[src/rtl/rv32i_alu_datapath_arbiter_if.sv]
// Request, shared-datapath and response signals of the two-port ALU datapath arbiter.
// The arbiter uses the slave view; requesters, datapath slice and bench use the master view.
interface rv32i_alu_datapath_arbiter_if;
  logic [1:0]  i_req_valid;
  logic [1:0]  o_req_ready;
  logic [2:0]  i_req_op0;
  logic [2:0]  i_req_op1;
  logic [31:0] i_req_a0;
  logic [31:0] i_req_b0;
  logic [31:0] i_req_a1;
  logic [31:0] i_req_b1;

  logic [15:0] o_dp_operand_one;
  logic [15:0] o_dp_operand_two;
  logic        o_dp_carry_in;
  logic [1:0]  o_dp_op_sel;
  logic [15:0] i_dp_result;
  logic        i_dp_carry_out;

  logic        o_rsp_valid;
  logic        o_rsp_id;
  logic [31:0] o_rsp_result;
  logic        o_rsp_carry;
  logic        o_rsp_err;
  logic        o_busy;

  modport slave (
    input  i_req_valid, i_req_op0, i_req_op1,
    input  i_req_a0, i_req_b0, i_req_a1, i_req_b1,
    input  i_dp_result, i_dp_carry_out,
    output o_req_ready,
    output o_dp_operand_one, o_dp_operand_two, o_dp_carry_in, o_dp_op_sel,
    output o_rsp_valid, o_rsp_id, o_rsp_result, o_rsp_carry, o_rsp_err,
    output o_busy
  );

  modport master (
    output i_req_valid, i_req_op0, i_req_op1,
    output i_req_a0, i_req_b0, i_req_a1, i_req_b1,
    output i_dp_result, i_dp_carry_out,
    input  o_req_ready,
    input  o_dp_operand_one, o_dp_operand_two, o_dp_carry_in, o_dp_op_sel,
    input  o_rsp_valid, o_rsp_id, o_rsp_result, o_rsp_carry, o_rsp_err,
    input  o_busy
  );
endinterface

[src/rtl/rv32i_alu_datapath_arbiter.sv]
// Shares one 16-bit ALU slice between two 32-bit requesters; each op runs as a
// low pass then a high pass with carry chaining, and is reassembled into one response.
//
// state | meaning
// IDLE  | no operation in flight, may accept
// LOW   | low 16 bits on the datapath
// HIGH  | high 16 bits on the datapath, carry from LOW chained in
// DONE  | response pulse, may accept the next request
module rv32i_alu_datapath_arbiter #(
  parameter bit RR_EN = 1'b1
) (
  input logic                          i_clk,
  input logic                          i_rst_n,
  rv32i_alu_datapath_arbiter_if.slave  bus
);

  localparam logic [1:0] ST_IDLE = 2'd0;
  localparam logic [1:0] ST_LOW  = 2'd1;
  localparam logic [1:0] ST_HIGH = 2'd2;
  localparam logic [1:0] ST_DONE = 2'd3;

  localparam logic [2:0] OP_ADD = 3'b000;
  localparam logic [2:0] OP_SUB = 3'b001;
  localparam logic [2:0] OP_AND = 3'b010;
  localparam logic [2:0] OP_OR  = 3'b011;
  localparam logic [2:0] OP_XOR = 3'b100;

  localparam logic [1:0] SEL_ADD = 2'b00;
  localparam logic [1:0] SEL_AND = 2'b01;
  localparam logic [1:0] SEL_OR  = 2'b10;
  localparam logic [1:0] SEL_XOR = 2'b11;

  logic [1:0]  state_q, state_d;
  logic        ptr_q, ptr_d;
  logic [2:0]  op_q, op_d;
  logic [31:0] a_q, a_d;
  logic [31:0] b_q, b_d;
  logic        id_q, id_d;
  logic [15:0] lo_q, lo_d;
  logic [15:0] hi_q, hi_d;
  logic        carry_q, carry_d;
  logic        err_q, err_d;

  logic [1:0]  grant;
  logic [1:0]  ready;
  logic        can_accept;
  logic        hs;
  logic        hs_id;
  logic [2:0]  sel_op;
  logic [31:0] sel_a;
  logic [31:0] sel_b;
  logic        sel_legal;
  logic        is_sub;
  logic        is_arith;

  always_comb begin
    grant = 2'b00;
    case (bus.i_req_valid)
      2'b01:   grant = 2'b01;
      2'b10:   grant = 2'b10;
      2'b11:   grant = ptr_q ? 2'b10 : 2'b01;
      default: grant = 2'b00;
    endcase
  end

  assign can_accept      = (state_q == ST_IDLE) || (state_q == ST_DONE);
  assign ready           = (can_accept && i_rst_n) ? grant : 2'b00;
  assign bus.o_req_ready = ready;
  assign hs              = |(bus.i_req_valid & ready);
  assign hs_id           = ready[1];

  assign sel_op    = hs_id ? bus.i_req_op1 : bus.i_req_op0;
  assign sel_a     = hs_id ? bus.i_req_a1  : bus.i_req_a0;
  assign sel_b     = hs_id ? bus.i_req_b1  : bus.i_req_b0;
  assign sel_legal = (sel_op <= OP_XOR);

  assign is_sub   = (op_q == OP_SUB);
  assign is_arith = (op_q == OP_ADD) || (op_q == OP_SUB);

  always_comb begin
    state_d = state_q;
    ptr_d   = ptr_q;
    op_d    = op_q;
    a_d     = a_q;
    b_d     = b_q;
    id_d    = id_q;
    lo_d    = lo_q;
    hi_d    = hi_q;
    carry_d = carry_q;
    err_d   = err_q;
    case (state_q)
      ST_IDLE, ST_DONE: begin
        state_d = ST_IDLE;
        if (hs) begin
          op_d    = sel_op;
          a_d     = sel_a;
          b_d     = sel_b;
          id_d    = hs_id;
          lo_d    = 16'h0000;
          hi_d    = 16'h0000;
          carry_d = 1'b0;
          err_d   = ~sel_legal;
          state_d = sel_legal ? ST_LOW : ST_DONE;
        end
      end
      ST_LOW: begin
        lo_d    = bus.i_dp_result;
        carry_d = bus.i_dp_carry_out;
        state_d = ST_HIGH;
      end
      ST_HIGH: begin
        hi_d    = bus.i_dp_result;
        carry_d = is_arith & bus.i_dp_carry_out;
        state_d = ST_DONE;
      end
      default: state_d = ST_IDLE;
    endcase
    // Pointer points away from the port just served; fixed-priority mode pins it to port 0.
    if (!RR_EN)
      ptr_d = 1'b0;
    else if (hs)
      ptr_d = ~hs_id;
  end

  always_ff @(posedge i_clk or negedge i_rst_n) begin
    if (!i_rst_n) begin
      state_q <= ST_IDLE;
      ptr_q   <= 1'b0;
      op_q    <= 3'b000;
      a_q     <= 32'h0;
      b_q     <= 32'h0;
      id_q    <= 1'b0;
      lo_q    <= 16'h0;
      hi_q    <= 16'h0;
      carry_q <= 1'b0;
      err_q   <= 1'b0;
    end else begin
      state_q <= state_d;
      ptr_q   <= ptr_d;
      op_q    <= op_d;
      a_q     <= a_d;
      b_q     <= b_d;
      id_q    <= id_d;
      lo_q    <= lo_d;
      hi_q    <= hi_d;
      carry_q <= carry_d;
      err_q   <= err_d;
    end
  end

  // SUB is a + ~b + 1: invert b and seed the low pass with carry 1.
  always_comb begin
    bus.o_dp_operand_one = 16'h0000;
    bus.o_dp_operand_two = 16'h0000;
    bus.o_dp_carry_in    = 1'b0;
    bus.o_dp_op_sel      = SEL_ADD;
    if ((state_q == ST_LOW) || (state_q == ST_HIGH)) begin
      case (op_q)
        OP_AND:  bus.o_dp_op_sel = SEL_AND;
        OP_OR:   bus.o_dp_op_sel = SEL_OR;
        OP_XOR:  bus.o_dp_op_sel = SEL_XOR;
        default: bus.o_dp_op_sel = SEL_ADD;
      endcase
      if (state_q == ST_LOW) begin
        bus.o_dp_operand_one = a_q[15:0];
        bus.o_dp_operand_two = is_sub ? ~b_q[15:0] : b_q[15:0];
        bus.o_dp_carry_in    = is_sub;
      end else begin
        bus.o_dp_operand_one = a_q[31:16];
        bus.o_dp_operand_two = is_sub ? ~b_q[31:16] : b_q[31:16];
        bus.o_dp_carry_in    = is_arith & carry_q;
      end
    end
  end

  assign bus.o_rsp_valid  = (state_q == ST_DONE);
  assign bus.o_rsp_id     = (state_q == ST_DONE) & id_q;
  assign bus.o_rsp_result = (state_q == ST_DONE) ? {hi_q, lo_q} : 32'h0;
  assign bus.o_rsp_carry  = (state_q == ST_DONE) & carry_q;
  assign bus.o_rsp_err    = (state_q == ST_DONE) & err_q;
  assign bus.o_busy       = (state_q == ST_LOW) || (state_q == ST_HIGH);

endmodule

[src/flat_wrapper.sv]
// flat-port wrapper written by rule: the top's interface ports become plain ports
module rv32i_alu_datapath_arbiter_flat 
#(
  parameter bit RR_EN = 1'b1
)
  (i_clk, i_rst_n, bus_i_req_valid, bus_i_req_op0, bus_i_req_op1, bus_i_req_a0, bus_i_req_b0, bus_i_req_a1, bus_i_req_b1, bus_i_dp_result, bus_i_dp_carry_out, bus_o_req_ready, bus_o_dp_operand_one, bus_o_dp_operand_two, bus_o_dp_carry_in, bus_o_dp_op_sel, bus_o_rsp_valid, bus_o_rsp_id, bus_o_rsp_result, bus_o_rsp_carry, bus_o_rsp_err, bus_o_busy);
  rv32i_alu_datapath_arbiter_if bus_i ();
  input logic i_clk;
  input logic i_rst_n;
  input wire logic [$bits(bus_i.i_req_valid)-1:0] bus_i_req_valid;
  input wire logic [$bits(bus_i.i_req_op0)-1:0] bus_i_req_op0;
  input wire logic [$bits(bus_i.i_req_op1)-1:0] bus_i_req_op1;
  input wire logic [$bits(bus_i.i_req_a0)-1:0] bus_i_req_a0;
  input wire logic [$bits(bus_i.i_req_b0)-1:0] bus_i_req_b0;
  input wire logic [$bits(bus_i.i_req_a1)-1:0] bus_i_req_a1;
  input wire logic [$bits(bus_i.i_req_b1)-1:0] bus_i_req_b1;
  input wire logic [$bits(bus_i.i_dp_result)-1:0] bus_i_dp_result;
  input wire logic [$bits(bus_i.i_dp_carry_out)-1:0] bus_i_dp_carry_out;
  output wire logic [$bits(bus_i.o_req_ready)-1:0] bus_o_req_ready;
  output wire logic [$bits(bus_i.o_dp_operand_one)-1:0] bus_o_dp_operand_one;
  output wire logic [$bits(bus_i.o_dp_operand_two)-1:0] bus_o_dp_operand_two;
  output wire logic [$bits(bus_i.o_dp_carry_in)-1:0] bus_o_dp_carry_in;
  output wire logic [$bits(bus_i.o_dp_op_sel)-1:0] bus_o_dp_op_sel;
  output wire logic [$bits(bus_i.o_rsp_valid)-1:0] bus_o_rsp_valid;
  output wire logic [$bits(bus_i.o_rsp_id)-1:0] bus_o_rsp_id;
  output wire logic [$bits(bus_i.o_rsp_result)-1:0] bus_o_rsp_result;
  output wire logic [$bits(bus_i.o_rsp_carry)-1:0] bus_o_rsp_carry;
  output wire logic [$bits(bus_i.o_rsp_err)-1:0] bus_o_rsp_err;
  output wire logic [$bits(bus_i.o_busy)-1:0] bus_o_busy;
  assign bus_i.i_req_valid = bus_i_req_valid;
  assign bus_i.i_req_op0 = bus_i_req_op0;
  assign bus_i.i_req_op1 = bus_i_req_op1;
  assign bus_i.i_req_a0 = bus_i_req_a0;
  assign bus_i.i_req_b0 = bus_i_req_b0;
  assign bus_i.i_req_a1 = bus_i_req_a1;
  assign bus_i.i_req_b1 = bus_i_req_b1;
  assign bus_i.i_dp_result = bus_i_dp_result;
  assign bus_i.i_dp_carry_out = bus_i_dp_carry_out;
  assign bus_o_req_ready = bus_i.o_req_ready;
  assign bus_o_dp_operand_one = bus_i.o_dp_operand_one;
  assign bus_o_dp_operand_two = bus_i.o_dp_operand_two;
  assign bus_o_dp_carry_in = bus_i.o_dp_carry_in;
  assign bus_o_dp_op_sel = bus_i.o_dp_op_sel;
  assign bus_o_rsp_valid = bus_i.o_rsp_valid;
  assign bus_o_rsp_id = bus_i.o_rsp_id;
  assign bus_o_rsp_result = bus_i.o_rsp_result;
  assign bus_o_rsp_carry = bus_i.o_rsp_carry;
  assign bus_o_rsp_err = bus_i.o_rsp_err;
  assign bus_o_busy = bus_i.o_busy;
  rv32i_alu_datapath_arbiter #(.RR_EN(RR_EN)) u_core (.i_clk(i_clk), .i_rst_n(i_rst_n), .bus(bus_i));
endmodule
[config.mk]
export PLATFORM = sky130hd
export DESIGN_NAME = rv32i_alu_datapath_arbiter_flat
export DESIGN_NICKNAME = d
export VERILOG_FILES = /design/src/rtl/rv32i_alu_datapath_arbiter_if.sv /design/src/rtl/rv32i_alu_datapath_arbiter.sv /design/src/flat_wrapper.sv
export SDC_FILE = /design/constraint.sdc
export NUM_CORES = 1
export LEC_CHECK = 0
export CAP_MARGIN = 40
export CORE_UTILIZATION = 44
export DETAILED_ROUTE_END_ITERATION = 10
export MAX_ROUTING_LAYER = met4
export PLACE_DENSITY_LB_ADDON = 0.12
export SLEW_MARGIN = 20
export SYNTH_ARGS = -nofsm -noshare
export SYNTH_HDL_FRONTEND = slang
export SYNTH_SLANG_ARGS = --single-unit
[constraint.sdc]
create_clock -name i_clk -period 2.1 [get_ports i_clk]
set_input_delay 0.42 -clock i_clk [delete_from_list [all_inputs] [get_ports i_clk]]
set_output_delay 0.42 -clock i_clk [all_outputs]
set_load 0.03 [all_outputs]
==> flow_metrics.py, run 1 <==
metrics = {
    "sta": {
        "finalCriticalPeriod_ns": 2.306,
        "hold_viol_final": 0,
        "timing.fmax_mhz": 433.7,
        "worst_slack_ns": -0.2059,
        "period_share_pct": 109.8,
        "tns_ns": -4.369,
        "worst-slew-pin-transition_ns": 0.7738,
        "slew_viol_final": 0,
        "fin_skew_ns": 0.006696,
        "setup_viol_count_final": 34,
        "hold_ws_ns": 0.1608,
        "rsz0062_at_grt": "true",
        "relSlewSlack_pct": 48.41,
    },
    "finish": {
        "instances_no_fill": 975,
        "layout_commonest_cell": "clkdlybuf4s50_1",
        "stdcell_area_um2": 8971,
        "fillers": 928,
        "drive_gt1_share_pct": 23.29,
        "syn_to_final_growth_pct": 58.28,
        "insertedDiodeCount": 0,
        "num-nets-final": 957,
        "fin_util_pct": 71.38,
        "multi_input_area_um2": 2958,
        "regArea_um2": 2629,
        "final_cell_mix": "clkdlybuf4s50_1, dfrtp_1, buf_4",
    },
    "hold_path": {
        "hold_path_class": "input pin to asynchronous set/reset pin",
    },
    "outcome": {
        "violations": "negative setup slack",
        "status": "complete, but fails checks",
    },
    "power_and_ir_drop": {
        "p_leak_nw": 3.785,
        "power_mw": 13.98,
        "powerDensity_nw_per_um2": 1558,
        "peakVddDrop_uv": 1085,
    },
    "die": {
        "die-area_um2": 13340,
        "initial_core_util_pct": 45.10,
        "io_pins": 229,
        "die_height_um": 115.5,
        "dieWidth_um": 115.5,
        "rows": 41,
        "core_um2": 12570,
    },
    "critical_path": {
        "arrival_ns": 1.89,
        "reg2reg_setup_slack_ns": 0.09,
        "required_ns": 1.68,
        "start_kind": "flop",
        "worstRegToRegCells": 7,
        "critPathCaptureType": "output pin",
        "r2r-start": "u_core.state_q[1]",
        "worstPathMaxFanout": 5,
        "timing.rr.end": "u_core.lo_q[5]",
        "worstSetupPathType": "flop to output pin",
    },
    "synthesis": {
        "synth_top_area_share_pct": 46.36,
        "synth_flop_cell": "dfrtp_1",
        "async_flop_share_pct": 100.0,
        "ys_seq_elements": 105,
        "syn_inst": 574,
        "synth_top_cell_by_area": "dfrtp_1",
        "syn-num-nets": 732,
        "avgSynthCellArea_um2": 9.874,
        "yosysUniqueCellTypes": 36,
        "synth_area_leaders": "dfrtp_1, and2_1, mux2i_1, a32o_1, a221o_1",
        "ys_warn_count": 0,
        "ys_seq_area_share_pct": 46.36,
        "synth_area_um2": 5668,
        "synth_edf_count": 0,
    },
    "placed_design": {
        "dp_cells": 936,
        "portBuffers": 228,
        "place_ws_ns": -0.06209,
        "dp_hpwl_mm": 12.07,
        "gp_congestion": 0.8191,
        "dpl-instance-area_um2": 8123,
    },
    "cts": {
        "clk_pin_slew_ns": 0.07,
        "cts.path.max_buffers": 2,
        "root_buffer": "clkbuf_16",
        "cts_max_level": 3,
        "insertion_delay_ns": 0.35,
        "cts_tree": "built",
        "clock-sinks": 105,
        "cts_buffers": 9,
    },
    "global_routing": {
        "grt_max_degree": 59,
        "antenna_found_initial": 0,
        "grt_pass1_vias": 5498,
        "gr-usage-all-layers_pct": 27.21,
        "overflow": 0,
        "grt_pass1_wl_mm": 27.01,
    },
    "routing": {
        "drt-pass1-iter-count": 5,
        "vias_per_cell": 5.652,
        "drc": 0,
        "dr.first_iter.drc_count": 384,
        "wl_mm": 17.94,
        "wl_per_cell_um": 18.40,
        "antenna_left": 0,
        "vias": 5511,
    },
    "job": {
        "drv_cap": 0,
    },
}
-- flip-flops by register name (all words and copies together), names as in the netlist --
| register | cells |
|---|---|
| u_core.hi_q | 16 |
| u_core.a_q | 32 |
| u_core.carry_q | 1 |
| u_core.id_q | 1 |
| u_core.b_q | 32 |
| u_core.state_q | 2 |
| u_core.lo_q | 16 |
| u_core.err_q | 1 |
| u_core.ptr_q | 1 |
| u_core.op_q | 3 |
-- cells in the mapped netlist, types with 2 or more instances --
| cell type | n |
|---|---|
| dfrtp_1 | 105 |
| and2_1 | 61 |
| nor2_1 | 44 |
| o21ai_0 | 43 |
| a31oi_1 | 41 |
| clkbuf_1 | 35 |
| nand2_1 | 35 |
| mux2i_1 | 33 |
| a32o_1 | 32 |
| o31ai_1 | 32 |
| a221o_1 | 26 |
| buf_2 | 19 |
| xor2_1 | 16 |
| nand3_1 | 10 |
| buf_6 | 6 |
| buf_1 | 5 |
| inv_1 | 5 |
| a21oi_2 | 3 |
| ha_1 | 3 |
| o211ai_1 | 3 |
| nor3b_1 | 2 |
-- what timing repair did --
item                                    4_1_cts  5_1_grt
endpoints found under the setup margin       73       42
hold buffers                                  1        0
cloned                                        1        2
endpoints found under the hold margin        15        0
resized for setup                            16       54
pin swaps                                     1        9
setup buffers                                 6       14
-- worst max path at each step --
stage	end	start
5_1_grt	bus_o_dp_operand_two[1]	u_core.state_q[1]
3_3_place_gp	u_core.lo_q[0]	bus_i_req_valid[0]
3_5_place_dp	u_core.lo_q[9]	bus_i_req_valid[0]
2_1_floorplan	bus_o_dp_operand_two[4]	u_core.state_q[1]
6_report	bus_o_dp_carry_in	u_core.state_q[0]
4_1_cts	bus_o_dp_operand_two[1]	u_core.state_q[1]
-- worst max-delay path: stages (launching register included) --
cell	delay (ns)
dfrtp_2	0.45
inv_2	0.08
ha_4	0.20
buf_2	0.16
buf_4	0.15
nor4_4	0.29
buf_4	0.21
-- report_power, final --
| group | switching, mW | internal, mW | leakage (nW) |
|---|---|---|---|
| sequential | 0.658 | 2.93 | 1.31 |
| combinational | 4.76 | 4.06 | 2.34 |
| clock | 0.739 | 0.828 | 0.128 |
-- logic make-up after synthesis --
| group | share of synthesized area (%) |
|---|---|
| compound gates | 24.42 |
| xor+xnor | 2.627 |
| fa+ha+maj | 0.6623 |
| buf+inv | 5.982 |
| flops | 46.36 |
| mux | 5.828 |
| simple gates | 14.13 |
-- area by class of cell --
class / instances / share of cell area, %
clock inverter: 3 / 0.1953
sequential: 105 / 29.30
clock buffer: 12 / 2.748
multi-input combinational: 398 / 32.97
inverter: 5 / 0.2092
tap: 172 / 2.399
timing repair buffer: 280 / 32.18
-- per-layer routing --
layer | wire length, um | global-route usage [%]
met1 | 7299 | 32.21
met2 | 9318 | 47.47
met3 | 1019 | 3.870
met4 | 304 | 9.177
met5 | 0 | -
Power figures use the tool's default switching activity.
==> inputs of run 2 (changes only) <==
- SKIP_LAST_GASP: unset -> 1
- clock period: 2.1 -> 2.3 ns (I/O delays scaled with it)
==> run 2 against run 1 <==
The flow still finishes with violations (negative setup slack). Via count down 2.0%. Wire length decreased by 2.1%. Critical path depth increased by 1. Non-clock buffer count is 13 lower. Sequential power decreased by 11%. Setup slack better by 0.063 ns. Total power shrank 14%. Die area unchanged. Register-to-register slack gained 0.13 ns. Worst hold slack got worse by 0.048 ns. Critical endpoint is now bus_o_dp_operand_two[0].
==> flow_metrics.py, run 2 (synthesized netlist as in run 1, its figures left out) <==
metrics = {
    "finish": {
        "layout_commonest_cell": "clkdlybuf4s50_1",
        "insertedDiodeCount": 0,
        "instances_no_fill": 964,
        "final_cell_mix": "clkdlybuf4s50_1, dfrtp_1, buf_4",
        "drive_gt1_share_pct": 19.70,
        "syn_to_final_growth_pct": 50.13,
        "stdcell_area_um2": 8509,
        "fin_util_pct": 67.71,
        "num-nets-final": 945,
        "reg.largest.list": "u_core.a_q: 32 flops, u_core.b_q: 32 flops",
    },
    "routing": {
        "vias": 5399,
        "drt-pass1-iter-count": 5,
        "antenna_left": 0,
        "wl_mm": 17.57,
        "drc": 0,
        "vias_per_cell": 5.601,
        "wl_per_cell_um": 18.23,
        "dr.first_iter.drc_count": 307,
    },
    "sta": {
        "worst_slack_ns": -0.1430,
        "fin_skew_ns": 0.007767,
        "timing.fmax_mhz": 409.3,
        "relSlewSlack_pct": 47.61,
        "hold_viol_final": 0,
        "slew_viol_final": 0,
        "hold_ws_ns": 0.1129,
        "finalCriticalPeriod_ns": 2.443,
        "period_share_pct": 106.2,
        "setup_viol_count_final": 16,
        "worst-slew-pin-transition_ns": 0.7858,
        "rsz0062_at_grt": "true",
    },
    "die": {
        "die-area_um2": 13340,
        "initial_core_util_pct": 45.10,
        "rows": 41,
        "dieWidth_um": 115.5,
        "io_pins": 229,
        "core_um2": 12570,
        "die_height_um": 115.5,
    },
    "global_routing": {
        "antenna_found_initial": 0,
        "overflow": 0,
        "grt_pass1_wl_mm": 27.10,
        "gr-usage-all-layers_pct": 27.51,
        "grt_pass1_vias": 5339,
        "grt_max_degree": 52,
    },
    "hold_path": {
        "hold_path_class": "input pin to asynchronous set/reset pin",
    },
    "cts": {
        "clock-sinks": 105,
        "cts_hold_buf": 0,
        "cts_buffers": 9,
        "root_buffer": "clkbuf_16",
        "insertion_delay_ns": 0.35,
        "cts_tree": "built",
        "cts_max_level": 3,
        "cts.path.max_buffers": 2,
        "clk_pin_slew_ns": 0.07,
    },
    "critical_path": {
        "r2r-start": "u_core.state_q[1]",
        "timing.rr.end": "u_core.lo_q[2]",
        "required_ns": 1.84,
        "start_kind": "flop",
        "cpPeakStageDelay_ns": 0.40,
        "worstSetupPathType": "flop to output pin",
        "reg2reg_setup_slack_ns": 0.22,
        "cp-endpoint": "bus_o_dp_operand_two[0]",
        "path_cells": "buf_4 > ha_4 > buf_12 > mux2i_4 > xor2_1 > nor2_2 > buf_12",
        "arrival_ns": 1.98,
        "worstPathMaxFanout": 11,
        "worst_path_most_repeated_cell": "buf_12",
        "slowest_stage": "dfrtp_1",
        "worstRegToRegCells": 6,
        "critPathCaptureType": "output pin",
        "cp-startpoint": "u_core.state_q[0]",
    },
    "power_and_ir_drop": {
        "power_frac_seq_pct": 26.8,
        "p_leak_nw": 3.662,
        "intPower_mw": 6.611,
        "p_clk_share_pct": 13.1,
        "power_mw": 11.97,
        "peakVddDrop_uv": 866.2,
        "swShare_pct": 44.76,
        "powerDensity_nw_per_um2": 1406,
        "p_comb_share_pct": 60.1,
        "switchingPower_mw": 5.357,
    },
    "placed_design": {
        "gp_congestion": 0.8480,
        "dpl-instance-area_um2": 8023,
        "portBuffers": 228,
        "dp_hpwl_mm": 12.41,
        "dp_cells": 939,
    },
    "outcome": {
        "violations": "negative setup slack",
        "status": "complete, but fails checks",
    },
    "job": {
        "drv_cap": 0,
    },
}
[run 2: critical path: cells and delay by family, from the launching register on]
family        cells  cell delay (ns)
buf+inv           3             0.47
flops             1             0.40
simple gates      1             0.24
mux               1             0.19
fa+ha+maj         1             0.18
xor+xnor          1             0.16
[run 2: final cells by class]
class,instances,area (um2)
Inverter,5,18.77
Tap cell,172,215.2
Clock buffer,10,239.0
Fill cell,1015,4059
Multi-Input combinational cell,399,2828
Timing Repair Buffer,267,2512
Clock inverter,6,67.56
Sequential cell,105,2629
[run 2: worst min path at each step]
stage	startpoint	endpoint	depth (start not counted)
floorplan	i_rst_n	u_core.a_q[0]	0
global placement	u_core.id_q	u_core.id_q	1
detailed placement	u_core.a_q[24]	u_core.a_q[24]	2
CTS	i_rst_n	u_core.a_q[24]	2
global route	i_rst_n	u_core.a_q[24]	2
finish	i_rst_n	u_core.a_q[14]	2
[run 2: power groups by stage]
stage	logic (mW)	registers, mW	clock network (mW)
2_1_floorplan	4.58	2.98	0
3_3_place_gp	6.75	3.14	0
3_5_place_dp	6.90	3.18	0
4_1_cts	7.17	3.18	1.59
5_1_grt	7.74	3.30	1.68
6_report	7.19	3.21	1.57
[run 2: repair_timing]
| action | in CTS | in global routing |
|---|---|---|
| gates cloned | 2 | 0 |
| setup buffers | 6 | 1 |
| pin swaps | 1 | 4 |
| resized for setup | 80 | 41 |
| setup endpoints to repair | 37 | 51 |
[run 2: metrics by stage]
stage / setup WS (ns) / TNS (ns)
global placement: 0.01233 / 0
global route: -0.1874 / -2.330
CTS: -0.1500 / -1.839
finish: -0.1430 / -1.189
detailed placement: 0.0001933 / 0
floorplan: 0.09356 / 0
[run 2: metal layers]
metal	wire length (um)	vias to the layer above	GRT usage, %	share of wire [%]
li1	-	2532	-	-
met1	7351	2635	33.53	42
met2	8846	202	46.15	50
met3	989	30	4.079	5.6
met4	382	0	10.56	2.2
met5	0	-	-	0
==> inputs of run 3 (changes only) <==
- CORE_UTILIZATION: 44 -> 45
- clock period: 2.3 -> 3 ns (I/O delays scaled with it)
==> run 3 against run 2 <==
The run now ends clean. Sequential cell count stayed put. Via count fell by 0.22%. Clock-buffer cell count unchanged. Setup slack improved by 0.26 ns. Sequential power is 24% lower. Critical path type unchanged. Largest power group unchanged.
==> flow_metrics.py, run 3 (synthesized netlist as in run 1, its figures left out) <==
metrics = {
    "critical_path": {
        "r2r-start": "u_core.state_q[0]",
        "cp-endpoint": "bus_o_dp_operand_one[8]",
        "path_cells": "inv_1 > ha_2 > buf_12 > mux2i_1 > nor2_1 > clkdlybuf4s50_1",
        "arrival_ns": 2.28,
        "start_kind": "flop",
        "cpPeakStageDelay_ns": 0.70,
        "critPathCaptureType": "output pin",
        "required_ns": 2.40,
        "worstPathMaxFanout": 40,
        "reg2reg_setup_slack_ns": 0.52,
        "slowest_stage": "clkdlybuf4s50_1",
        "worstRegToRegCells": 7,
        "timing.rr.end": "u_core.a_q[30]",
        "cp-startpoint": "u_core.state_q[1]",
        "worstSetupPathType": "flop to output pin",
    },
    "power_and_ir_drop": {
        "switchingPower_mw": 3.972,
        "peakVddDrop_uv": 642.4,
        "intPower_mw": 4.831,
        "power_frac_seq_pct": 27.8,
        "p_leak_nw": 3.472,
        "p_clk_share_pct": 14.1,
        "p_comb_share_pct": 58.1,
        "powerDensity_nw_per_um2": 1054,
        "swShare_pct": 45.12,
    },
    "cts": {
        "insertion_delay_ns": 0.35,
        "cts_hold_buf": 0,
        "root_buffer": "clkbuf_16",
        "cts.path.max_buffers": 2,
        "cts_buffers": 9,
        "cts_tree": "built",
        "post_cts_buffers": 0,
        "clock-sinks": 105,
        "cts_max_level": 3,
        "clk_pin_slew_ns": 0.07,
    },
    "sta": {
        "slew_viol_final": 0,
        "hold_viol_final": 0,
        "finalCriticalPeriod_ns": 2.881,
        "setup_viol_count_final": 0,
        "relSlewSlack_pct": 52.75,
        "rsz0062_at_grt": "false",
        "worst-slew-pin-transition_ns": 0.7077,
        "tns_ns": 0,
        "timing.fmax_mhz": 347.1,
        "fin_skew_ns": 0.006223,
        "period_share_pct": 96.02,
    },
    "routing": {
        "vias_per_cell": 5.725,
        "drt-pass1-iter-count": 5,
        "wl_mm": 17.56,
        "antenna_left": 0,
        "wl_per_cell_um": 18.66,
        "vias": 5387,
        "drc": 0,
        "dr.first_iter.drc_count": 316,
    },
    "finish": {
        "reg.largest.list": "u_core.a_q: 32 flops, u_core.b_q: 32 flops",
        "final_cell_mix": "clkdlybuf4s50_1, dfrtp_1, and2_1",
        "instances_no_fill": 941,
        "insertedDiodeCount": 0,
        "fillers": 989,
        "num-nets-final": 926,
        "syn_to_final_growth_pct": 47.28,
        "layout_commonest_cell": "clkdlybuf4s50_1",
        "drive_gt1_share_pct": 7.115,
    },
    "global_routing": {
        "grt_pass1_vias": 5413,
        "antenna_found_initial": 0,
        "grt_max_degree": 49,
        "gr-usage-all-layers_pct": 27.80,
        "grt_pass1_wl_mm": 27.32,
        "overflow": 0,
    },
    "die": {
        "die-area_um2": 13050,
        "rows": 40,
        "core_um2": 12160,
        "die_height_um": 114.2,
        "io_pins": 229,
        "initial_core_util_pct": 46.60,
        "dieWidth_um": 114.2,
    },
    "hold_path": {
        "hold_path_class": "input pin to asynchronous set/reset pin",
    },
    "outcome": {
        "status": "finished, final reports clean",
    },
    "placed_design": {
        "dp_hpwl_mm": 12.12,
        "dp_cells": 925,
        "portBuffers": 228,
        "gp_congestion": 0.8562,
    },
    "job": {
        "drv_cap": 0,
    },
}
==> run 3: layer usage <==
metal / up-vias / part of all wire, % / GRT usage (%) / wire, um
li1: 2492 / - / - / -
met1: 2664 / 41 / 33.43 / 7221
met2: 209 / 51 / 46.95 / 8912
met3: 22 / 6.7 / 6.723 / 1185
met4: 0 / 1.4 / 7.100 / 243
met5: - / 0 / - / 0
==> run 3: stage by stage <==
stage	worst slack, ns	hold slack [ns]	cell area, um2	utilization [%]	power [mW]
3_3_place_gp	0.3816	0.4599	8049	66.18	7.558
3_5_place_dp	0.3241	0.4708	8049	66.18	7.681
6_report	0.1194	0.1284	8348	68.64	8.803
4_1_cts	0.03714	0.1291	8342	68.59	8.822
2_1_floorplan	0.3942	0.3044	5668	-	5.786
5_1_grt	0.01413	0.1330	8348	68.64	9.341
==> run 3: area by class of cell <==
cell class	instances	area, um2	area share [%]
Clock inverter	6	72.57	0.8693
Timing Repair Buffer	249	2450	29.35
Sequential cell	105	2628	31.47
Inverter	5	18.77	0.2248
Clock buffer	10	239.0	2.863
Multi-Input combinational cell	398	2730	32.70
Tap cell	168	210.2	2.518
==> run 3: critical path: cells and delay by family (launching register included) <==
| family | cells | cell delay, ns |
|---|---|---|
| buf+inv | 3 | 1.06 |
| fa+ha+maj | 1 | 0.19 |
| simple gates | 1 | 0.15 |
| flops | 1 | 0.41 |
| mux | 1 | 0.12 |
==> run 3: worst min path at each step <==
| stage | startpoint | endpoint | slack, ns | cells after the start |
|---|---|---|---|---|
| floorplan | i_rst_n | u_core.a_q[0] | 0.30 | 0 |
| global placement | u_core.id_q | u_core.id_q | 0.46 | 1 |
| detailed placement | u_core.a_q[29] | u_core.a_q[29] | 0.47 | 2 |
| CTS | i_rst_n | u_core.ptr_q | 0.13 | 1 |
| global route | i_rst_n | u_core.ptr_q | 0.13 | 1 |
| finish | i_rst_n | u_core.ptr_q | 0.13 | 1 |
==> run 3: repair_timing <==
action | in CTS | in global routing
resized for setup | 15 | 2
setup endpoints to repair | 15 | 2
pin swaps | 0 | 0
==> run 3: power groups by stage <==
stage	sequential (mW)	combinational, mW	clock (mW)
3_3_place_gp	2.45	5.11	0
3_5_place_dp	2.45	5.23	0
4_1_cts	2.44	5.12	1.26
2_1_floorplan	2.28	3.50	0
5_1_grt	2.51	5.52	1.32
6_report	2.45	5.11	1.24
